File: src/rtl/bbox_scan_engine.sv
// Raster-scans an IMG_W x IMG_H image from a synchronous-read pixel RAM and reports the
// bounding box and pixel count of everything classified as foreground.
module bbox_scan_engine #(
    parameter int IMG_W  = 128,
    parameter int IMG_H  = 128,
    parameter int PIX_W  = 8,
    parameter int RD_LAT = 1,
    localparam int X_W    = $clog2(IMG_W),
    localparam int Y_W    = $clog2(IMG_H),
    localparam int ADDR_W = $clog2(IMG_W * IMG_H),
    localparam int CNT_W  = $clog2(IMG_W * IMG_H + 1)
) (
    input  logic              CLOCK_50,
    input  logic              resetn,
    input  logic              start,
    input  logic              abort,
    input  logic [PIX_W-1:0]  threshold,
    input  logic              polarity,
    output logic [ADDR_W-1:0] rd_addr,
    input  logic [PIX_W-1:0]  rd_data,
    output logic              busy,
    output logic              done,
    output logic              found,
    output logic [X_W-1:0]    x_min,
    output logic [Y_W-1:0]    y_min,
    output logic [X_W-1:0]    x_max,
    output logic [Y_W-1:0]    y_max,
    output logic [CNT_W-1:0]  fg_count
);

    typedef enum logic [1:0] {S_IDLE, S_SCAN, S_DRAIN, S_DONE} state_t;

    localparam logic [ADDR_W-1:0] LAST_ADDR  = ADDR_W'(IMG_W * IMG_H - 1);
    localparam logic [X_W-1:0]    X_LAST     = X_W'(IMG_W - 1);
    localparam logic [Y_W-1:0]    Y_LAST     = Y_W'(IMG_H - 1);
    localparam logic [1:0]        DRAIN_LAST = 2'(RD_LAT);

    function automatic logic is_fg(input logic [PIX_W-1:0] pix,
                                   input logic [PIX_W-1:0] thr,
                                   input logic             pol);
        if (pol) begin
            return (pix >= thr);
        end else begin
            return (pix < thr);
        end
    endfunction

    state_t             state_r, state_nxt_s;
    logic [ADDR_W-1:0]  addr_r;
    logic [X_W-1:0]     x_r;
    logic [Y_W-1:0]     y_r;
    logic [1:0]         drain_cnt_r;
    logic [PIX_W-1:0]   thr_r;
    logic               pol_r;
    logic [RD_LAT-1:0]  tag_v_r;
    logic [X_W-1:0]     tag_x_r [RD_LAT];
    logic [Y_W-1:0]     tag_y_r [RD_LAT];
    logic [X_W-1:0]     rmin_x_r, rmax_x_r;
    logic [Y_W-1:0]     rmin_y_r, rmax_y_r;
    logic [CNT_W-1:0]   cnt_r;
    logic               any_r;
    logic               busy_r, done_r, found_r;
    logic [X_W-1:0]     x_min_r, x_max_r;
    logic [Y_W-1:0]     y_min_r, y_max_r;
    logic [CNT_W-1:0]   fg_count_r;

    logic               start_ok_s, abort_ok_s, finish_s;
    logic               pix_v_s, pix_fg_s;
    logic [X_W-1:0]     pix_x_s;
    logic [Y_W-1:0]     pix_y_s;

    // abort outranks a simultaneous start, so the pair never launches a scan
    assign start_ok_s = start && !abort && (state_r == S_IDLE || state_r == S_DONE);
    assign abort_ok_s = abort && (state_r == S_SCAN || state_r == S_DRAIN);
    assign finish_s   = (state_r == S_DRAIN) && (state_nxt_s == S_DONE);

    assign pix_v_s  = tag_v_r[RD_LAT-1];
    assign pix_x_s  = tag_x_r[RD_LAT-1];
    assign pix_y_s  = tag_y_r[RD_LAT-1];
    assign pix_fg_s = is_fg(rd_data, thr_r, pol_r);

    // Next-state logic
    always_comb begin
        state_nxt_s = state_r;
        case (state_r)
            S_IDLE: begin
                if (start_ok_s) state_nxt_s = S_SCAN;
                else            state_nxt_s = S_IDLE;
            end
            S_SCAN: begin
                if (abort_ok_s)               state_nxt_s = S_IDLE;
                else if (addr_r == LAST_ADDR) state_nxt_s = S_DRAIN;
                else                          state_nxt_s = S_SCAN;
            end
            // DRAIN spans RD_LAT+1 cycles: the final pixel lands in the running
            // registers one edge before they are copied to the outputs
            S_DRAIN: begin
                if (abort_ok_s)                      state_nxt_s = S_IDLE;
                else if (drain_cnt_r == DRAIN_LAST)  state_nxt_s = S_DONE;
                else                                 state_nxt_s = S_DRAIN;
            end
            S_DONE: begin
                if (start_ok_s) state_nxt_s = S_SCAN;
                else            state_nxt_s = S_DONE;
            end
            default: state_nxt_s = S_IDLE;
        endcase
    end

    // State register
    always_ff @(posedge CLOCK_50) begin
        if (!resetn) state_r <= S_IDLE;
        else         state_r <= state_nxt_s;
    end

    // Raster address generator and drain counter
    always_ff @(posedge CLOCK_50) begin
        if (!resetn) begin
            addr_r      <= '0;
            x_r         <= '0;
            y_r         <= '0;
            drain_cnt_r <= 2'd0;
        end else begin
            if (start_ok_s) begin
                addr_r <= '0;
                x_r    <= '0;
                y_r    <= '0;
            end else if (state_r == S_SCAN && state_nxt_s == S_SCAN) begin
                addr_r <= addr_r + ADDR_W'(1);
                if (x_r == X_LAST) begin
                    x_r <= '0;
                    y_r <= (y_r == Y_LAST) ? '0 : y_r + Y_W'(1);
                end else begin
                    x_r <= x_r + X_W'(1);
                end
            end
            if (state_r == S_DRAIN) drain_cnt_r <= drain_cnt_r + 2'd1;
            else                    drain_cnt_r <= 2'd0;
        end
    end

    // Coordinate tag pipe matching the RAM read latency
    always_ff @(posedge CLOCK_50) begin
        if (!resetn) begin
            tag_v_r <= '0;
            for (int i = 0; i < RD_LAT; i++) begin
                tag_x_r[i] <= '0;
                tag_y_r[i] <= '0;
            end
        end else if (abort_ok_s) begin
            tag_v_r <= '0;
        end else begin
            tag_v_r[0] <= (state_r == S_SCAN);
            tag_x_r[0] <= x_r;
            tag_y_r[0] <= y_r;
            for (int i = 1; i < RD_LAT; i++) begin
                tag_v_r[i] <= tag_v_r[i-1];
                tag_x_r[i] <= tag_x_r[i-1];
                tag_y_r[i] <= tag_y_r[i-1];
            end
        end
    end

    // Scan configuration and running bounding-box accumulators
    always_ff @(posedge CLOCK_50) begin
        if (!resetn) begin
            thr_r    <= '0;
            pol_r    <= 1'b0;
            rmin_x_r <= X_LAST;
            rmin_y_r <= Y_LAST;
            rmax_x_r <= '0;
            rmax_y_r <= '0;
            cnt_r    <= '0;
            any_r    <= 1'b0;
        end else if (start_ok_s) begin
            thr_r    <= threshold;
            pol_r    <= polarity;
            rmin_x_r <= X_LAST;
            rmin_y_r <= Y_LAST;
            rmax_x_r <= '0;
            rmax_y_r <= '0;
            cnt_r    <= '0;
            any_r    <= 1'b0;
        end else if (pix_v_s && pix_fg_s) begin
            if (pix_x_s < rmin_x_r) rmin_x_r <= pix_x_s;
            if (pix_y_s < rmin_y_r) rmin_y_r <= pix_y_s;
            if (pix_x_s > rmax_x_r) rmax_x_r <= pix_x_s;
            if (pix_y_s > rmax_y_r) rmax_y_r <= pix_y_s;
            cnt_r <= cnt_r + CNT_W'(1);
            any_r <= 1'b1;
        end
    end

    // Status flags and result registers
    always_ff @(posedge CLOCK_50) begin
        if (!resetn) begin
            busy_r     <= 1'b0;
            done_r     <= 1'b0;
            found_r    <= 1'b0;
            x_min_r    <= '0;
            y_min_r    <= '0;
            x_max_r    <= '0;
            y_max_r    <= '0;
            fg_count_r <= '0;
        end else begin
            busy_r <= (state_nxt_s == S_SCAN) || (state_nxt_s == S_DRAIN);
            done_r <= (state_nxt_s == S_DONE);
            if (finish_s) begin
                found_r    <= any_r;
                x_min_r    <= any_r ? rmin_x_r : '0;
                y_min_r    <= any_r ? rmin_y_r : '0;
                x_max_r    <= any_r ? rmax_x_r : '0;
                y_max_r    <= any_r ? rmax_y_r : '0;
                fg_count_r <= any_r ? cnt_r    : '0;
            end
        end
    end

    assign rd_addr  = addr_r;
    assign busy     = busy_r;
    assign done     = done_r;
    assign found    = found_r;
    assign x_min    = x_min_r;
    assign y_min    = y_min_r;
    assign x_max    = x_max_r;
    assign y_max    = y_max_r;
    assign fg_count = fg_count_r;

endmodule
File: config.mk
export PLATFORM = sky130hd
export DESIGN_NAME = bbox_scan_engine
export DESIGN_NICKNAME = d
export VERILOG_FILES = /design/src/rtl/bbox_scan_engine.sv
export SDC_FILE = /design/constraint.sdc
export NUM_CORES = 1
export LEC_CHECK = 0
export ABC_AREA = 1
export CAP_MARGIN = 20
export CORE_MARGIN = 2
export CORE_UTILIZATION = 52
export CTS_BUF_LIST = sky130_fd_sc_hd__clkbuf_4
export CTS_CLUSTER_SIZE = 24
export DETAILED_ROUTE_END_ITERATION = 8
export HOLD_SLACK_MARGIN = 0.08
export PLACE_DENSITY = 0.84
export REMOVE_ABC_BUFFERS = 1
export SETUP_SLACK_MARGIN = 0.3
export SYNTH_ARGS = -nofsm -noshare
export SYNTH_HDL_FRONTEND = slang
export SYNTH_SLANG_ARGS = --single-unit
File: constraint.sdc
create_clock -name CLOCK_50 -period 2.8 [get_ports CLOCK_50]
set_clock_uncertainty 0.05 [all_clocks]
set_input_delay 0.56 -clock CLOCK_50 [delete_from_list [all_inputs] [get_ports CLOCK_50]]
set_output_delay 0.56 -clock CLOCK_50 [all_outputs]
set_load 0.005 [all_outputs]
======== Yosys cells after proc, flatten, opt, wreduce, memory -nomap -nowiden ========
Memory sizes are Yosys's and may differ from the RTL's.
Cells that the tools add are included.
word-level totals
  register bits after elaboration ......... 132
  bits in writable memories ............... 14
  input bits .............................. 21
  logic and storage cells ................. 90
  memories ................................ 2
memory list
  memory   depth  width  rd ports  clocked after Yosys merged registers in  wr ports  line  RTL
  tag_x_r  1      7      1         0                                        1         56    logic [X_W-1:0] tag_x_r [RD_LAT];
  tag_y_r  1      7      1         0                                        1         57    logic [Y_W-1:0] tag_y_r [RD_LAT];
operators by class
  $add $sub $neg .......................... 5
  magnitude comparators ................... 6
  equality and inequality tests ........... 10
  multiplexer cells ....................... 23
  bitwise logic cells ..................... 1
  reductions and logical operators ........ 21
operators with widths
  operator               number
  $mux 7                 8
  $add 15x1->15 const B  1
  $mux 15                1
  $add 14x1->14 const B  1
  $add 7x1->7 const B    2
  $eq 14x14->1 const B   1
  $eq 7x7->1 const B     2
  $gt 7x7->1             2
  $lt 7x7->1             2
  $reduce_or 7->1        2
  $reduce_and 2->1       6
  $mux 1                 9
  $eq 2x2->1 const B     4
  $ge 8x8->1             1
  $lt 8x8->1             1
  $mux 2                 4
  $pmux 2 s4             1
  $eq 2x1->1 const B     3
  $logic_and 1x1->1      6
  $reduce_or 2->1        2
  $logic_or 1x1->1       3
  $add 2x1->2 const B    1
  $logic_not 2->1        1
  $logic_not 1->1        1
  $not 1->1              1

======== Longest topological paths before layout ========
Gate-level depths: netlist of the first run.
  word-level depth ........................ 8
  mapped depth ............................ 21
  gate-level depth less buffers ........... 21

======== Least setup slack after synthesis of the first run ========
OpenSTA, ideal clock, no wires.
  path type ............................... register to register
  from .................................... register addr_r[1], in the netlist rd_addr[1]
  to ...................................... register addr_r[10], in the netlist rd_addr[10]
  library setup time ...................... 0.113 ns
  data arrival time ....................... 2.241 ns
  slack ................................... 0.396 ns
  cell stages (with the launch flop) ...... 21
  period minus slack after synthesis ...... 2.404 ns
  cell sequence ........................... dfxtp_1 -> ha_1 -> inv_1 -> nor2_1 -> nand3_1 -> nor2_1 -> nand2_1 -> nand2_1 -> nand4_1 -> o21ai_0 -> inv_1 -> ha_1 -> nand2_4 -> inv_2 -> and3_1 -> nand2_2 -> nor3_2 -> nand2_1 -> nand2_1 -> nand2_1 -> nor2_1
on the way
  longest elaborated chain between the ends .. 6
  elaborated cells on any way between the ends .. 7
ends and longest elaborated chain
  element                   line  RTL
  start: declaration        49    logic [ADDR_W-1:0] addr_r;
  start signal: assignment  129   addr_r <= addr_r + ADDR_W'(1);
  $eq 14x14->1              92    else if (addr_r == LAST_ADDR) state_nxt_s = S_DRAIN;
  $mux 2                    92
  $mux 2                    91    if (abort_ok_s) state_nxt_s = S_IDLE;
  $pmux 2 s4                85    case (state_r)
  via state_nxt_s[0]        48    state_t state_r, state_nxt_s;
  $eq 2x1->1                128   end else if (state_r == S_SCAN && state_nxt_s == S_SCAN) begin
  $logic_and 1x1->1         128
The timed path passes the listed nets, and every way through them passes these cells.
A chain may end at the register's enable or synchronous reset.

======== Worst setup path after layout of the first run ========
  from .................................... register addr_r[0], in the netlist rd_addr[0]
  to ...................................... register addr_r[10], in the netlist rd_addr[10]
Same word-level chain as after synthesis.

==> impl_metrics.csv, run 1 <==
group,metric,value,unit
die,die-area,14100,um^2
setup_path,slowest_delay,360,ps
clocking,postCtsHoldBufs,0,
die,die_x,119,um
setup_path,r2r-start,"rd_addr[0]",
setup_path,setup.worst_path.start_class,"flip-flop",
pwr,p_per_area,452,nW/um^2
sta,max_slew_margin,56.3,%
grt,track_usage,21.0,%
grt,grt_pass1_wl,24.3,mm
setup_path,crit_buf_inv,3,
route,viasPerCell,5.14,
clocking,cts.clk_slew.worst_paths,110,ps
setup_path,worst_setup_path_end_kind,"flip-flop",
setup_path,cp_top_family,"simple AND/OR/NAND/NOR gates",
route,drc,0,
die,num_io_pins,81,
sta,drv_slew,0,
finish,final_common_cell,"nand2_1",
finish,instances_no_fill,1164,
synth,synth_edf_count,14,
min_path,hold_class,"reg -> reg",
placed_design,gp_congestion,0.939,
setup_path,worst_path_most_repeated_cell,"nand2_1",
sta,holdWs,393,ps
placed_design,dp_cells,1126,
status,status,"complete, no violations",
setup_path,path_cells,"ha_2 > inv_1 > nor2_4 > nand3_2 > nor2_2 > nand2_1 > nand2_1 > nand4_1 > o21ai_1 > inv_2 > ha_4 > nand2_8 > inv_2 > and3_4 > nand2_4 > nor3_4 > nand2_1 > nand2_1 > nand2_1 > nor2_1",
pwr,vdd_drop_max,0.304,mV
die,core_area,12700,um^2
synth,synth_cell_types,41,
synth,ys_seq_elements,146,
setup_path,cp_data_required_time,3200,ps
setup_path,rr_endpoint,"rd_addr[10]",
sta,rsz0062_at_grt,"yes",
clocking,cts.sinks,146,
sta,final-setup-viol-count,0,
min_path,hold_end,"drain_cnt_r[0]",
setup_path,r2r_slack,370,ps
route,wl,15.0,mm
synth,synth_top_flop_cell,"dfxtp_1",
setup_path,crit_fanout,6,
finish,antenna_cells,0,
route,drt-initial-drc-count,447,
placed_design,port_buffers,80,
setup_path,path_class,"reg -> reg",
sta,worst_pin_slew,654,ps
route,dr.pass1.iters,5,
route,ant_nets,0,
synth,ys_seq_area_share,44.9,%
run,drv_cap,0,
clocking,cts_tree,"done",
route,vias,5983,
setup_path,cp_slowest_cell,"dfxtp_4",
route,avgRoutedWirePerCell,12.8,um
die,std_cell_rows,41,
sta,fmax,412,MHz
pwr,static-leakage-power,0.00344,uW
grt,overflow,0,
min_path,hold_start,"drain_cnt_r[0]",
synth,async_reset_ff_share,0,%
grt,antenna_found_initial,0,
finish,syn_to_final_growth,21.2,%
finish,fill_cells,1116,
finish,layout_common_cells,"nand2_1, dfxtp_1, a21oi_1, inv_1",
die,die_h,119,um
grt,grt_pass1_vias,5367,
synth,syn_avg_cell_area,7.70,um^2
synth,ys_warn_count,0,
clocking,clock_latency,560,ps
setup_path,r2r_cells,20,
sta,fin_crit_sh,86.7,%
synth,syn_inst,886,
placed_design,dp_hpwl,10.1,mm
setup_path,arrival,2830,ps
clocking,clk_path_buf_depth,2,
die,start_util,53.6,%
finish,drive_above_1_share,10.8,%
clocking,htree_levels,4,
min_path,holdPathStages,1,
sta,period_needed,2430,ps
sta,hold_violations,0,
grt,grt_start_max_net_pins,50,
synth,synth_area,6820,um^2
clocking,cts_made_buffers,17,
clocking,root_buffer,"clkbuf_4",
finish,nNetsFinal,1045,
-- flip-flops by register name, summed over array words and instances (netlist names), 2 cells and up --
register and flops:
y_min 7, x_min 7, x_max 7, fg_count 15
rmax_y_r 7, tag_x_r 7, state_r 2, x_r 7
drain_cnt_r 2, tag_y_r 7, rmin_y_r 7, rmin_x_r 7
y_max 7, rd_addr 14, thr_r 8, y_r 7
cnt_r 15, rmax_x_r 7
-- stage by stage --
step           utilization [%]  worst slack, ps  power [uW]  setup TNS [ps]  area, um^2
4_1_cts                   64.1              318        3770               0        8150
6_report                  65.0              374        3740               0        8270
2_1_floorplan                -             -804        2380          -53220        6650
3_3_place_gp              61.6             64.5        2490               0        7840
5_1_grt                   65.0              240        3900               0        8270
3_5_place_dp              61.6            -21.6        2490           -41.6        7840
-- Yosys cell counts, types with 2 or more instances --
| library cell | count | area share [%] |
|---|---|---|
| nor2_1 | 85 | 4.7 |
| o21ai_0 | 17 | 1.2 |
| a21oi_1 | 96 | 7.0 |
| buf_1 | 2 | 0.11 |
| nor3_1 | 10 | 0.73 |
| nor2_2 | 6 | 0.55 |
| a21boi_1 | 2 | 0.22 |
| nor2_4 | 2 | 0.33 |
| xnor2_1 | 9 | 1.2 |
| ha_1 | 45 | 8.3 |
| nand3_1 | 50 | 3.7 |
| inv_2 | 5 | 0.28 |
| o21a_1 | 2 | 0.22 |
| and3_1 | 2 | 0.18 |
| nand2_4 | 3 | 0.50 |
| buf_4 | 3 | 0.33 |
| clkbuf_1 | 15 | 0.83 |
| nand3b_1 | 2 | 0.22 |
| edfxtp_1 | 14 | 6.2 |
| xor2_1 | 9 | 1.2 |
| a211oi_1 | 2 | 0.22 |
| a21oi_2 | 2 | 0.26 |
| nor4_1 | 2 | 0.18 |
| nand4_1 | 21 | 1.9 |
| dfxtp_1 | 132 | 39 |
| buf_2 | 11 | 0.81 |
| nand2_2 | 2 | 0.18 |
| buf_6 | 3 | 0.50 |
| o21ai_1 | 2 | 0.15 |
| nand2_1 | 230 | 13 |
| inv_1 | 89 | 4.9 |
| nand3_4 | 2 | 0.51 |
-- where the power goes --
part	switching [uW]	internal, uW
Clock	704	573
Sequential	21.3	2130
Combinational	192	119
-- cell families (layout without fill, tap and decap cells) --
logic type	after synthesis	count (layout)	share of synthesized area (%)
fa+ha+maj	45	45	8.25
xor+xnor	18	18	2.31
compound gates	127	127	9.81
simple gates	422	422	27.0
flops	146	146	44.9
buf+inv	128	234	7.74
-- per-layer routing --
metal	GRT usage, %	vias up	wire, um
li1	-	3068	-
met1	27.3	2738	6930
met2	33.4	149	6900
met3	4.54	28	806
met4	9.38	0	308
met5	0	-	0
-- how the worst max path moves through the flow --
stage	from	to	slack, ps	depth (start not counted)
3_3_place_gp	abort	rd_addr[13]	60	18
6_report	rd_addr[0]	rd_addr[10]	370	20
5_1_grt	rd_addr[0]	x_max[0]	240	15
2_1_floorplan	state_r[0]	fg_count[0]	-800	13
4_1_cts	rd_addr[0]	rd_addr[9]	320	18
3_5_place_dp	abort	rd_addr[13]	-20	18
-- final cells by class --
type	instances	area, um^2	area share [%]
flip-flops and latches	146	3070	37.2
clock buffers	23	173	2.09
inverters	94	353	4.27
clock inverters	9	90.1	1.09
multi-input cells	612	3330	40.3
well taps	172	215	2.60
repair buffers	108	1030	12.5
-- what timing repair did --
| action | CTS | global route |
|---|---|---|
| buffers inserted | 2 | 4 |
| pin swaps | 3 | 11 |
| gates cloned | 0 | 0 |
| gates resized for setup | 9 | 28 |
| setup endpoints to repair | 56 | 59 |
Note: power is estimated with default switching activity, not from simulation.
==> run 2, diff against run 1 <==
--- a/config.mk
+++ b/config.mk
@@ -12,9 +12,9 @@
 export CTS_BUF_LIST = sky130_fd_sc_hd__clkbuf_4
 export CTS_CLUSTER_SIZE = 24
 export DETAILED_ROUTE_END_ITERATION = 8
+export DONT_BUFFER_PORTS = 1
 export HOLD_SLACK_MARGIN = 0.08
-export PLACE_DENSITY = 0.84
-export REMOVE_ABC_BUFFERS = 1
+export PLACE_DENSITY = 0.76
 export SETUP_SLACK_MARGIN = 0.3
 export SYNTH_ARGS = -nofsm -noshare
 export SYNTH_HDL_FRONTEND = slang
==> impl_metrics.csv, run 2 (synthesized netlist as in run 1, its figures left out) <==
group,metric,value,unit
sta,setup_tns,0,ps
finish,utilization,59.4,%
route,avgRoutedWirePerCell,13.1,um
clocking,clock_latency,550,ps
clocking,root_buffer,"clkbuf_4",
grt,grt_pass1_wl,23.7,mm
clocking,clk_path_buf_depth,2,
min_path,hold_end,"pol_r",
setup_path,r2r_slack,350,ps
finish,fill_cells,1179,
grt,overflow,0,
die,die-area,14100,um^2
setup_path,setup.worst_path.start_class,"flip-flop",
setup_path,rr_endpoint,"rd_addr[13]",
run,drv_cap,0,
die,std_cell_rows,41,
clocking,cts.clk_slew.worst_paths,130,ps
pwr,p_per_area,490,nW/um^2
die,die_x,119,um
pwr,static-leakage-power,0.00321,uW
sta,final-setup-viol-count,0,
placed_design,gp_congestion,0.890,
setup_path,path_class,"reg -> reg",
clocking,htree_levels,4,
status,status,"complete, no violations",
synth,syn_nets,952,
finish,seqCellArea,3080,um^2
grt,grt_pass1_vias,5118,
min_path,holdPathStages,2,
finish,nNetsFinal,966,
die,core_area,12700,um^2
route,dr.max_layer_used,"met4",
sta,max_slew_margin,59.7,%
finish,layout_common_cells,"nand2_1, dfxtp_1, a21oi_1, inv_1, nor2_1",
sta,hold_violations,0,
finish,multi_input_area,3370,um^2
setup_path,r2r_cells,19,
route,viasPerCell,5.14,
sta,fin_crit_sh,87.4,%
sta,worst_pin_slew,604,ps
placed_design,port_buffers,0,
finish,syn_to_final_growth,10.8,%
route,dr.pass1.iters,5,
route,wl,14.2,mm
finish,drive_above_1_share,12.8,%
route,wl_met2,6.53,mm
route,drc,0,
setup_path,cp_data_required_time,3180,ps
die,num_io_pins,81,
sta,drv_slew,0,
grt,grt_start_max_net_pins,50,
min_path,hold_start,"polarity",
die,start_util,53.6,%
setup_path,crit_fanout,7,
route,ant_nets,0,
grt,antenna_found_initial,1,
setup_path,r2r-start,"state_r[1]",
min_path,hold_class,"in -> reg",
setup_path,arrival,2820,ps
sta,fmax,408,MHz
route,vias,5584,
placed_design,dp_hpwl,9.40,mm
route,dr_wl_met3,707,um
die,die_h,119,um
clocking,cts_made_buffers,17,
sta,period_needed,2450,ps
setup_path,worst_setup_path_end_kind,"flip-flop",
route,wl_met1,6.73,mm
pwr,vdd_drop_max,0.259,mV
grt,track_usage,20.6,%
route,drt-initial-drc-count,370,
finish,final_common_cell,"nand2_1",
clocking,cts.sinks,146,
sta,rsz0062_at_grt,"yes",
clocking,cts_tree,"done",
run 2: changes by cell type in the layout (fill, tap and decap cells not counted), moves of 3 or more:
| cell | change |
|---|---|
| nand2_2 | -3 |
| dfxtp_2 | +3 |
| clkbuf_4 | -6 |
| inv_2 | -3 |
| dfxtp_1 | -4 |
| clkinvlp_4 | +5 |
| clkinv_1 | -3 |
| clkdlybuf4s50_1 | -80 |
| nand2_4 | +4 |
run 2: how the worst max path moves through the flow:
stage                     cells after the start  startpoint  slack, ps     endpoint
after CTS                                    20  state_r[0]        310  rd_addr[13]
after floorplan                              20  rd_addr[1]        400  rd_addr[10]
after detailed placement                     18  rd_addr[0]        150   rd_addr[8]
after global routing                         20  rd_addr[1]        190  rd_addr[10]
final                                        19  state_r[1]        350  rd_addr[13]
after global placement                       20  rd_addr[0]        240  rd_addr[10]
run 2: timing repair:
item                                    in CTS  in global routing
endpoints found under the setup margin      42                 59
pin swaps                                    4                 15
buffers inserted                             7                  9
resized for setup                           15                 43
hold buffers                                 1                  0
endpoints found under the hold margin       10                  0
run 2: critical path, stage by stage (launching register included):
cell and delay, ps:
dfxtp_2 380, inv_4 50, ha_4 220, nand2_4 80, inv_4 40, nor2_2 110
nand2_1 70, nand4_1 90, o21ai_2 80, inv_2 60, ha_2 190, nand2_4 110
nor2_4 130, nand4_4 110, nor2_4 130, nand2_4 70, nor2_4 140, nand4_1 90
nand2_1 80, nor2_1 40
run 2: layout make-up:
cell class	instances	area share, %
Multi-Input combinational cell	612	44.6
Sequential cell	146	40.8
Inverter	94	4.80
Timing Repair Buffer	29	3.39
Tap cell	172	2.85
Clock inverter	15	1.90
Clock buffer	17	1.69
Antenna cell	1	0.0331
run 2: where the power goes:
part           leakage, uW  internal [uW]  switching, uW
combinational      0.00183           93.5            188
clock             0.000137            518            753
sequential         0.00124           2130           22.4
total              0.00321           2740            963
run 2: routing by layer:
layer,track usage (%),up-vias
li1,-,2905
met1,26.2,2519
met2,33.1,136
met3,6.23,24
met4,7.66,0
met5,0,-
run 2: stage by stage:
stage	power (uW)	hold slack (ps)	instance area, um^2	worst slack (ps)	instances
final	3700	132	7560	352	1086
after global placement	2450	370	6960	240	1036
after detailed placement	2450	371	6960	145	1036
after floorplan	2400	357	6820	396	886
after global routing	3880	108	7560	186	1086
after CTS	3740	83.9	7330	311	1076
==> run 3, diff against run 2 <==
--- a/config.mk
+++ b/config.mk
@@ -16,6 +16,7 @@
 export HOLD_SLACK_MARGIN = 0.08
 export PLACE_DENSITY = 0.76
 export SETUP_SLACK_MARGIN = 0.3
+export SLEW_MARGIN = 25
 export SYNTH_ARGS = -nofsm -noshare
 export SYNTH_HDL_FRONTEND = slang
 export SYNTH_SLANG_ARGS = --single-unit
==> results of run 3 <==
The final DEF is identical to that of run 2; final timing and power are the same.
